--- config.mk ---
export PLATFORM = sky130hd
export DESIGN_NAME = sevenseg_mux_decoder
export DESIGN_NICKNAME = d
export VERILOG_FILES = /design/src/rtl/sevenseg_mux_decoder.sv
export SDC_FILE = /design/constraint.sdc
export NUM_CORES = 1
export LEC_CHECK = 0
export ABC_AREA = 1
export CAP_MARGIN = 0
export CORE_MARGIN = 1.5
export CORE_UTILIZATION = 50
export DETAILED_ROUTE_END_ITERATION = 12
export GPL_ROUTABILITY_DRIVEN = 0
export PLACE_DENSITY = 0.66
export SLEW_MARGIN = 40
export SYNTH_ARGS = -nofsm -noshare
export SYNTH_HDL_FRONTEND = slang
export SYNTH_SLANG_ARGS = --single-unit
--- constraint.sdc ---
create_clock -name clk -period 5.3 [get_ports clk]
set_input_delay 1.06 -clock clk [delete_from_list [all_inputs] [get_ports clk]]
set_output_delay 1.06 -clock clk [all_outputs]
set_load 0.02 [all_outputs]
--- src/rtl/sevenseg_mux_decoder.sv ---
// Receive-side decoder for a two-digit multiplexed seven-segment display.
// Rebuilds the committed high/low hex digits with blank/error flags and change/collision strobes.
module sevenseg_mux_decoder #(
    parameter int STABLE_CYCLES = 16,
    parameter int CNT_W         = 8
) (
    input  logic       clk,
    input  logic       rst,
    input  logic [6:0] seg,
    input  logic       dig1,
    input  logic       dig2,
    input  logic       inv,
    output logic [3:0] hi,
    output logic [3:0] lo,
    output logic       hi_blank,
    output logic       lo_blank,
    output logic       hi_err,
    output logic       lo_err,
    output logic       valid,
    output logic       changed,
    output logic       collision
);

    localparam logic [CNT_W-1:0] STABLE    = CNT_W'(STABLE_CYCLES);
    localparam logic [CNT_W-1:0] STABLE_M1 = CNT_W'(STABLE_CYCLES - 1);

    // Returns {value[3:0], blank, err}.
    function automatic logic [5:0] decode(input logic [6:0] p);
        logic [5:0] r;
        r = {4'h0, 2'b01};
        case (p)
            7'h3F: r = {4'h0, 2'b00};
            7'h06: r = {4'h1, 2'b00};
            7'h5B: r = {4'h2, 2'b00};
            7'h4F: r = {4'h3, 2'b00};
            7'h66: r = {4'h4, 2'b00};
            7'h6D: r = {4'h5, 2'b00};
            7'h7D: r = {4'h6, 2'b00};
            7'h07: r = {4'h7, 2'b00};
            7'h7F: r = {4'h8, 2'b00};
            7'h6F: r = {4'h9, 2'b00};
            7'h77: r = {4'hA, 2'b00};
            7'h7C: r = {4'hB, 2'b00};
            7'h39: r = {4'hC, 2'b00};
            7'h5E: r = {4'hD, 2'b00};
            7'h79: r = {4'hE, 2'b00};
            7'h71: r = {4'hF, 2'b00};
            7'h00: r = {4'h0, 2'b10};
            default: r = {4'h0, 2'b01};
        endcase
        return r;
    endfunction

    logic [6:0]            seg_q, seg_d;
    logic                  dig1_q, dig1_d, dig2_q, dig2_d, inv_q, inv_d;
    logic [1:0][6:0]       cand_q, cand_d;
    logic [1:0][CNT_W-1:0] cnt_q, cnt_d;
    logic [1:0]            commit_q, commit_d;
    logic [1:0][5:0]       disp_q, disp_d;
    logic [1:0]            once_q, once_d;
    logic                  valid_q, valid_d, changed_q, changed_d, collision_q, collision_d;

    logic [6:0] s_eff;
    logic       d1_eff, d2_eff, coll;
    logic [1:0] act, act_other;

    assign s_eff     = seg_q ^ {7{inv_q}};
    assign d1_eff    = dig1_q ^ inv_q;
    assign d2_eff    = dig2_q ^ inv_q;
    assign coll      = d1_eff & d2_eff;
    assign act       = {d2_eff & ~d1_eff, d1_eff & ~d2_eff};
    assign act_other = {act[0], act[1]};

    always_comb begin
        seg_d       = seg;
        dig1_d      = dig1;
        dig2_d      = dig2;
        inv_d       = inv;
        cand_d      = cand_q;
        cnt_d       = cnt_q;
        commit_d    = '0;
        disp_d      = disp_q;
        once_d      = once_q;
        changed_d   = 1'b0;
        collision_d = coll;
        for (int i = 0; i < 2; i++) begin
            if (coll) begin
                cnt_d[i] = '0;
            end else if (act[i]) begin
                if (s_eff == cand_q[i]) begin
                    if (cnt_q[i] != STABLE) begin
                        cnt_d[i]    = cnt_q[i] + 1'b1;
                        commit_d[i] = (cnt_q[i] == STABLE_M1);
                    end
                end else begin
                    cand_d[i]   = s_eff;
                    cnt_d[i]    = CNT_W'(1);
                    // A fresh run is already complete when one sample suffices.
                    commit_d[i] = (STABLE_CYCLES == 1);
                end
            end else if (act_other[i]) begin
                cnt_d[i] = '0;
            end
            if (commit_q[i]) begin
                disp_d[i] = decode(cand_q[i]);
                once_d[i] = 1'b1;
                if (!once_q[i] || (decode(cand_q[i]) != disp_q[i])) begin
                    changed_d = 1'b1;
                end
            end
        end
        valid_d = valid_q | (&once_d);
    end

    always_ff @(posedge clk) begin
        if (rst) begin
            seg_q       <= '0;
            dig1_q      <= 1'b0;
            dig2_q      <= 1'b0;
            inv_q       <= 1'b0;
            cand_q      <= '0;
            cnt_q       <= '0;
            commit_q    <= '0;
            disp_q      <= '0;
            once_q      <= '0;
            valid_q     <= 1'b0;
            changed_q   <= 1'b0;
            collision_q <= 1'b0;
        end else begin
            seg_q       <= seg_d;
            dig1_q      <= dig1_d;
            dig2_q      <= dig2_d;
            inv_q       <= inv_d;
            cand_q      <= cand_d;
            cnt_q       <= cnt_d;
            commit_q    <= commit_d;
            disp_q      <= disp_d;
            once_q      <= once_d;
            valid_q     <= valid_d;
            changed_q   <= changed_d;
            collision_q <= collision_d;
        end
    end

    assign hi        = disp_q[0][5:2];
    assign hi_blank  = disp_q[0][1];
    assign hi_err    = disp_q[0][0];
    assign lo        = disp_q[1][5:2];
    assign lo_blank  = disp_q[1][1];
    assign lo_err    = disp_q[1][0];
    assign valid     = valid_q;
    assign changed   = changed_q;
    assign collision = collision_q;

endmodule

== Word-level counts from Yosys, hierarchy flattened ==
Index checks and enable logic that the tools add are counted.

* Add/sub/neg operators: 2
* Equal/unequal tests: 42
* Multiplexer cells: 18
* Bitwise gates (word level): 16
* Reduce and logical (&&, ||, !) cells: 15

{| class="wikitable"
|+ Operator list
! operator !! number
|-
| $pmux W6 S17 || 2
|-
| $eq A7 B7 Y1 const B || 24
|-
| $mux W8 || 8
|-
| $eq A7 B3 Y1 const B || 4
|-
| $eq A7 B6 Y1 const B || 4
|-
| $add A8 B1 Y8 const B || 2
|-
| $eq A8 B4 Y1 const B || 2
|-
| $ne A8 B5 Y1 const B || 2
|-
| $eq A7 B7 Y1 || 2
|-
| $logic_not A7 Y1 || 2
|-
| $mux W6 || 2
|-
| $ne A6 B6 Y1 || 2
|-
| $reduce_or A5 Y1 || 2
|-
| $not A1 Y1 || 9
|-
| $xor A7 B7 Y7 || 1
|-
| $mux W1 || 6
|-
| $ne A3 B2 Y1 const B || 2
|-
| $reduce_and A2 Y1 || 3
|-
| $reduce_and A3 Y1 || 2
|-
| $and A1 B1 Y1 || 3
|-
| $logic_not A1 Y1 || 2
|-
| $logic_or A1 B1 Y1 || 2
|-
| $reduce_bool A2 Y1 || 1
|-
| $reduce_or A2 Y1 || 1
|-
| other kinds (2) || 3
|}

* Flip-flop bits (word level): 59
* Bits of input ports: 12

== Longest topological paths before layout ==
Gate-level depths: netlist of run 1.

* Depth after elaboration: 9
* Gate-level depth with buffers: 16

== Worst setup path after synthesis of run 1 ==
Ideal clock, no wire load.

* Kind: reg-to-reg
* Start: register inv_q
* End: register cnt_q[0] (netlist bit)
* Data arrival time: 1,666 ps
* Path slack: 3,500 ps
* Stages on the path, launching flop included: 10
* Buffers on the path: 1
* Path through: dfxtp_1 > buf_6 > xor2_1 > inv_1 > ha_1 > clkinv_1 > nand2_4 > inv_2 > nand2_1 > a21oi_1

* Cells in the longest elaborated chain, start to end: 5
* Elaborated cells between the ends (all ways): 15
* Classes of those cells: eq/ne: 2; mux: 2; bitwise: 8; reduce/logical: 3

{| class="wikitable"
|+ RTL lines
! element !! line !! source
|-
| start, declared || 55 || <nowiki>logic dig1_q, dig1_d, dig2_q, dig2_d, inv_q, inv_d;</nowiki>
|-
| start signal, assigned || 133 || <nowiki>inv_q <= inv_d;</nowiki>
|-
| parallel branches: the longest is 5 deep, another holds $xor A7 B7 Y7 || n/a ||
|-
| end signal, assigned || 135 || <nowiki>cnt_q <= cnt_d;</nowiki>
|-
| end, declared || 57 || <nowiki>logic [1:0][CNT_W-1:0] cnt_q, cnt_d;</nowiki>
|}

Several ways; the timed one is not identified.
A chain may end at the register's enable or synchronous reset.

== Worst setup path after layout of run 1 ==
* Start: register disp_q, in the netlist hi[1]
* End: output port hi[1]

{| class="wikitable"
|+ RTL lines
! element !! line !! source
|-
| start, declared || 59 || <nowiki>logic [1:0][5:0] disp_q, disp_d;</nowiki>
|-
| start signal, assigned || 137 || <nowiki>disp_q <= disp_d;</nowiki>
|-
| end, declared || 13 || <nowiki>output logic [3:0] hi,</nowiki>
|}

No word-level cell between the ends.

==> results of run 1 <==
==> flip-flops by register name (all words and copies together), names as in the netlist, 2 cells and up <==
register and count:
cand_q 14, cnt_q 16, commit_q 2, hi 4, lo 4, once_q 2
seg_q 7
==> power by group <==
group / internal, W / total [W] / switching, W
registers: 0.000464 / 0.000486 / 0.0000227
logic: 0.0000670 / 0.000202 / 0.000135
clock network: 0.000240 / 0.000408 / 0.000168
==> cell usage in the layout (no fill, tap or decap), types with 14 or more instances in the layout <==
cell type,netlist,routed
clkdlybuf4s50_1,0,26
inv_1,82,82
nand4_1,14,14
dfxtp_1,59,59
nand3_1,33,33
nand2_1,131,131
xor2_1,15,15
a21oi_1,48,48
nor3_1,16,16
nor2_1,74,74
o21ai_0,35,35
==> routing by layer <==
layer	global-route usage [%]	wire (µm)	vias to the layer above
met4	7.81	106	0
met5	0	0	-
met3	5.66	254	14
met2	40.6	4040	50
met1	25.7	3740	1577
li1	-	-	1863
==> worst paths after layout <==
check                          start                     to
hold / removal      valid$_SDFF_PP0_       valid$_SDFF_PP0_
hold reg to reg     valid$_SDFF_PP0_       valid$_SDFF_PP0_
setup / recovery  hi[1]$_SDFFE_PP0P_                  hi[1]
setup reg to reg    inv_q$_SDFF_PP0_  cnt_q[7]$_SDFFE_PP0P_
==> logic make-up (layout without fill, tap and decap cells) <==
family                     Yosys count  after routing
and+or+nand+nor                    294            294
buffers and inverters               99            132
xor gates and xnor gates            19             19
AOI/OAI and AO/OA                   91             91
DFF                                 59             59
adders and majority gates            7              7
==> area by class of cell <==
| cell class | instances | share of cell area (%) |
|---|---|---|
| multi-input cells | 411 | 49.4 |
| flip-flops and latches | 59 | 28.4 |
| inverters | 90 | 8.26 |
| repair buffers | 27 | 6.43 |
| clock buffers | 13 | 3.82 |
| well taps | 96 | 2.88 |
| clock inverters | 2 | 0.841 |
==> stage by stage <==
stage / worst slack [ns] / hold WS, ns / std cells / instance area (µm²) / util, %
global route: 2.76 / 0.462 / 698 / 4160 / 60.3
finish: 2.89 / 0.457 / 698 / 4160 / 60.3
CTS: 2.87 / 0.455 / 698 / 4160 / 60.3
global placement: 2.63 / 0.451 / 683 / 3970 / 57.5
floorplan: 3.50 / 0.442 / 569 / 3630 / -
detailed placement: 2.56 / 0.443 / 683 / 3970 / 57.5
==> insert_results.sql, run 1 <==
INSERT INTO impl_metrics (metric_group, metric, value, unit) VALUES
('logic_synthesis', 'post_synth_main_area_contributors', 'dfxtp_1 33%, nand2_1 14%, inv_1 8.5%', ''),
('worst_hold_path', 'worst_hold_path.num_cells', '2', ''),
('status', 'outcome', 'complete, no violations', ''),
('clocking', 'cts.root.buffer_cell', 'clkbuf_8', ''),
('logic_synthesis', 'synth_fa_ha_area_share', '2.41', '%'),
('setup_path', 'regToRegSetupSlack', '3.00', 'ns'),
('finish', 'multiInputGateArea', '0.00206', 'mm²'),
('finish', 'drive_gt1_share', '7.64', '%'),
('clocking', 'clock_latency', '0.34', 'ns'),
('logic_synthesis', 'compound_gate_fraction_of_synth_area', '13.0', '%'),
('clocking', 'cts_setup_buffers', '0', ''),
('clocking', 'tritoncts_clock_tree', 'built', ''),
('logic_synthesis', 'async_reset_ff_share', '0', '%'),
('worst_hold_path', 'min_delay_path_class', 'reg2reg', ''),
('routing', 'postRouteWirelength', '8.15', 'mm'),
('clocking', 'clkSinkCount', '59', ''),
('finish', 'areaGrowthSynthToFinish', '14.8', '%'),
('global_routing', 'grt_pass1_vias', '3193', ''),
('global_routing', 'grt_use_total', '22.5', '%'),
('setup_path', 'worstSetupStartpointType', 'flip-flop', ''),
('logic_synthesis', 'yosysSeqAreaShare', '32.6', '%'),
('clocking', 'cts-root-to-sink-buffers', '2', ''),
('routing', 'wl_per_cell', '11.7', 'µm'),
('timing', 'timing.setup.tns', '0', 'ns'),
('power_and_ir_drop', 'worst_ir_drop_vdd', '0.000182', 'V'),
('routing', 'first_iteration_detailed_routing_drc_count', '151', ''),
('routing', 'drcViolationCount', '0', ''),
('global_routing', 'grt_pass1_wl', '13.8', 'mm'),
('setup_path', 'timing.critical_path.slowest_stage_cell', 'clkdlybuf4s50_1', ''),
('logic_synthesis', 'synthDominantCellAreaShare', '32.6', '%'),
('clocking', 'clk_pin_slew', '0.06', 'ns'),
('timing', 'fmaxAchievable', '0.414', 'GHz'),
('logic_synthesis', 'synthesis.instances', '569', ''),
('place', 'dp.final_hpwl', '6.24', 'mm'),
('routing', 'dr_total_vias', '3504', ''),
('setup_path', 'worst_path_dominant_cell_family', 'buffers and inverters', ''),
('clocking', 'cts_repair_resize_count', '0', ''),
('logic_synthesis', 'synth_simple_gate_area_share', '36.7', '%'),
('timing', 'grt_setup_unrepaired', 'no', ''),
('logic_synthesis', 'ys_dominant_reg_cell', 'dfxtp_1', ''),
('die', 'die_area', '0.00778', 'mm²'),
('power_and_ir_drop', 'leakagePower', '1.84', 'nW'),
('setup_path', 'worst-endpoint-required', '4.24', 'ns'),
('setup_path', 'worst_path_bufs_invs', '1', ''),
('global_routing', 'grt_antenna_before_repair', '0', ''),
('timing', 'setup_violations', '0', ''),
('finish', 'nets', '617', ''),
('clocking', 'cts_made_buffers', '9', ''),
('global_routing', 'grt_max_degree', '23', ''),
('timing', 'post-route-period-util', '45.5', '%'),
('routing', 'ant_nets', '0', ''),
('setup_path', 'critical_path.cell_chain', 'clkdlybuf4s50_1', ''),
('setup_path', 'worst-path-stages', '1', ''),
('global_routing', 'gr-total-overflow', '0', ''),
('flow_run', 'max-cap-violations', '0', ''),
('clocking', 'cts_htree_levels', '3', ''),
('timing', 'final.min_clock_period', '2.41', 'ns'),
('logic_synthesis', 'synth_area_per_cell', '6.38', 'µm²'),
('logic_synthesis', 'ys_seq_elements', '59', ''),
('timing', 'finalHoldViolCount', '0', ''),
('power_and_ir_drop', 'power', '0.00110', 'W'),
('timing', 'final.setup_skew', '0.00336', 'ns'),
('logic_synthesis', 'synth.mux.area_fraction', '0', '%'),
('logic_synthesis', 'synth.top_cells.by_count', '131 x nand2_1, 82 x inv_1, 74 x nor2_1, 59 x dfxtp_1, 48 x a21oi_1', ''),
('setup_path', 'endpoint_kind', 'output pin', ''),
('logic_synthesis', 'synth.net_count', '588', ''),
('setup_path', 'crit_fanout', '4', ''),
('die', 'core-area', '0.00691', 'mm²'),
('logic_synthesis', 'synth-xor-area-share', '4.59', '%'),
('logic_synthesis', 'yosysWarnings', '0', ''),
('logic_synthesis', 'most_frequent_cell_after_synthesis', 'nand2_1', '');
Note: power is estimated with default switching activity, not from simulation.
==> run 2, diff against run 1 <==
Settings changed: PLACE_DENSITY 0.66 to 0.69.
Clock period 5.3 ns to 2.15 ns, I/O delays scaled along.
==> run 2 against run 1 <==
Compared with the run above:
- die area unchanged
- setup slack worse by 2.7 ns
- clock power up 150%
- via count up 1.4%
- hold slack worse by 0.0027 ns
- critical endpoint is now cnt_q[14]$_SDFFE_PP0P_
==> insert_results.sql, run 2 (same netlist as run 1, synthesis figures left out) <==
INSERT INTO impl_metrics (metric_group, metric, value, unit) VALUES
('status', 'outcome', 'complete, no violations', ''),
('finish', 'mostFrequentLayoutCells', '131 x nand2_1, 82 x inv_1, 73 x nor2_1', ''),
('die', 'ios', '27', ''),
('finish', 'antenna_cells_inserted', '0', ''),
('die', 'core-area', '0.00691', 'mm²'),
('timing', 'final_max_slew_viol_count', '0', ''),
('place', 'dp.final_hpwl', '6.31', 'mm'),
('die', 'chipHeight', '88.2', 'µm'),
('setup_path', 'worst-endpoint-required', '2.36', 'ns'),
('finish', 'nets', '620', ''),
('setup_path', 'worstSetupStartpointType', 'flip-flop', ''),
('finish', 'layout_top_registers', 'cnt_q: 16 flops, cand_q: 14 flops, seg_q: 7 flops', ''),
('finish', 'drive_gt1_share', '8.58', '%'),
('worst_hold_path', 'min_delay_path_class', 'reg2reg', ''),
('routing', 'wl_per_cell', '11.5', 'µm'),
('timing', 'grt_setup_unrepaired', 'yes', ''),
('flow_run', 'max-cap-violations', '0', ''),
('setup_path', 'crit_fanout', '10', ''),
('global_routing', 'grt_max_degree', '22', ''),
('timing', 'whs', '0.454', 'ns'),
('power_and_ir_drop', 'worst_ir_drop_vdd', '0.000377', 'V'),
('setup_path', 'regToRegSetupSlack', '0.17', 'ns'),
('clocking', 'clk_pin_slew', '0.07', 'ns'),
('timing', 'fmaxAchievable', '0.504', 'GHz'),
('finish', 'max_flop_register', 'cnt_q', ''),
('clocking', 'cts_made_buffers', '9', ''),
('routing', 'postRouteWirelength', '8.10', 'mm'),
('place', 'place_inst', '686', ''),
('global_routing', 'grt_use_total', '23.1', '%'),
('global_routing', 'grt_pass1_wl', '14.3', 'mm'),
('clocking', 'clkSinkCount', '59', ''),
('clocking', 'cts_setup_buffers', '0', ''),
('routing', 'drcViolationCount', '0', ''),
('timing', 'setup_violations', '0', ''),
('timing', 'finalHoldViolCount', '0', ''),
('timing', 'final.min_clock_period', '1.98', 'ns'),
('global_routing', 'grt_antenna_before_repair', '0', ''),
('timing', 'worst-slew-pin-transition', '0.563', 'ns'),
('power_and_ir_drop', 'pwr_density_cell', '646', 'mW/mm²'),
('finish', 'layout_commonest_cell', 'nand2_1', ''),
('routing', 'route.detailed.vias_per_inst', '5.06', ''),
('setup_path', 'worst-endpoint-arrival', '2.19', 'ns'),
('clocking', 'cts.root.buffer_cell', 'clkbuf_8', ''),
('clocking', 'cts-root-to-sink-buffers', '2', ''),
('finish', 'post-route-util', '60.8', '%'),
('power_and_ir_drop', 'leakagePower', '1.86', 'nW'),
('clocking', 'post_cts_hold_buffer_count', '0', ''),
('clocking', 'clock_latency', '0.34', 'ns'),
('place', 'place.port_buffers', '26', ''),
('die', 'floorplan.die.width', '88.2', 'µm'),
('timing', 'timing.setup.tns', '0', 'ns'),
('global_routing', 'gr-total-overflow', '0', ''),
('timing', 'post-route-period-util', '92.2', '%'),
('routing', 'dr_total_vias', '3553', ''),
('routing', 'first_iteration_detailed_routing_drc_count', '190', ''),
('setup_path', 'criticalPathCategory', 'reg2reg', ''),
('global_routing', 'grt_pass1_vias', '3306', ''),
('timing', 'tightest_slew_margin_relative_to_the_limit', '62.5', '%'),
('finish', 'finished_layout_cells', '702', ''),
('routing', 'ant_nets', '0', ''),
('die', 'floorplan.initialDensity', '52.5', '%'),
('die', 'die_area', '0.00778', 'mm²'),
('setup_path', 'endpoint_kind', 'flip-flop', ''),
('clocking', 'cts_htree_levels', '3', ''),
('routing', 'drt-pass1-iter-count', '4', ''),
('die', 'num_rows', '30', ''),
('timing', 'final.setup_skew', '0.00805', 'ns'),
('clocking', 'tritoncts_clock_tree', 'built', ''),
('finish', 'areaGrowthSynthToFinish', '15.7', '%'),
('finish', 'largest_register_ffs', '16', '');
run 2: path summary, 6_finish.rpt:
check,start,end,depth (start not counted)
max,inv_q$_SDFF_PP0_,cnt_q[14]$_SDFFE_PP0P_,12
max reg2reg,inv_q$_SDFF_PP0_,cnt_q[14]$_SDFFE_PP0P_,12
min,valid$_SDFF_PP0_,valid$_SDFF_PP0_,2
min reg2reg,valid$_SDFF_PP0_,valid$_SDFF_PP0_,2
run 2: report_power, final:
group	total, W	internal [W]	switching [W]
logic	0.000508	0.000171	0.000336
registers	0.00119	0.00114	0.0000514
clock network	0.00101	0.000561	0.000450
total	0.00271	0.00187	0.000838
run 2: layout make-up:
| type | count | area, µm² |
|---|---|---|
| clock buffer | 11 | 141 |
| inverter | 90 | 344 |
| clock inverter | 5 | 52.6 |
| timing repair buffer | 30 | 290 |
| fill | 705 | 2710 |
| multi-input combinational | 411 | 2070 |
| tap | 96 | 120 |
| sequential | 59 | 1180 |
run 2: critical path: stages, from the launching register on:
cell      delay (ns)
dfxtp_1         0.34
buf_4           0.18
or2_2           0.29
nand2_1         0.13
xor2_1          0.10
nor3_2          0.19
nand2_4         0.12
clkinv_2        0.09
nand2_1         0.06
nand2_1         0.11
nand2_1         0.09
nand2_1         0.09
a21oi_2         0.05
run 2: through the flow:
| step | setup WS (ns) | power, W | area, µm² |
|---|---|---|---|
| 5_1_grt | -0.0181 | 0.00286 | 4200 |
| 2_1_floorplan | 0.350 | 0.00159 | 3630 |
| 4_1_cts | 0.0888 | 0.00273 | 4190 |
| 3_5_place_dp | 0.101 | 0.00172 | 3990 |
| 6_report | 0.168 | 0.00271 | 4200 |
| 3_3_place_gp | 0.171 | 0.00171 | 3990 |
run 2: routing by layer:
metal / global-route usage [%] / wire length [µm] / vias to the layer above
met5: 0 / 0 / -
met4: 8.66 / 133 / 0
met3: 3.20 / 266 / 12
met2: 41.2 / 3950 / 81
met1: 28.3 / 3740 / 1583
li1: - / - / 1877
run 2: repair_timing:
action                                  CTS  global route
hold endpoints to repair                  0             0
resized for setup                         0             4
endpoints found under the setup margin    0             9
==> run 3, diff against run 2 <==
Settings changed: SKIP_CTS_REPAIR_TIMING from default to 1.
==> results of run 3 <==
Final layout, timing and power as in run 2 (identical DEF).
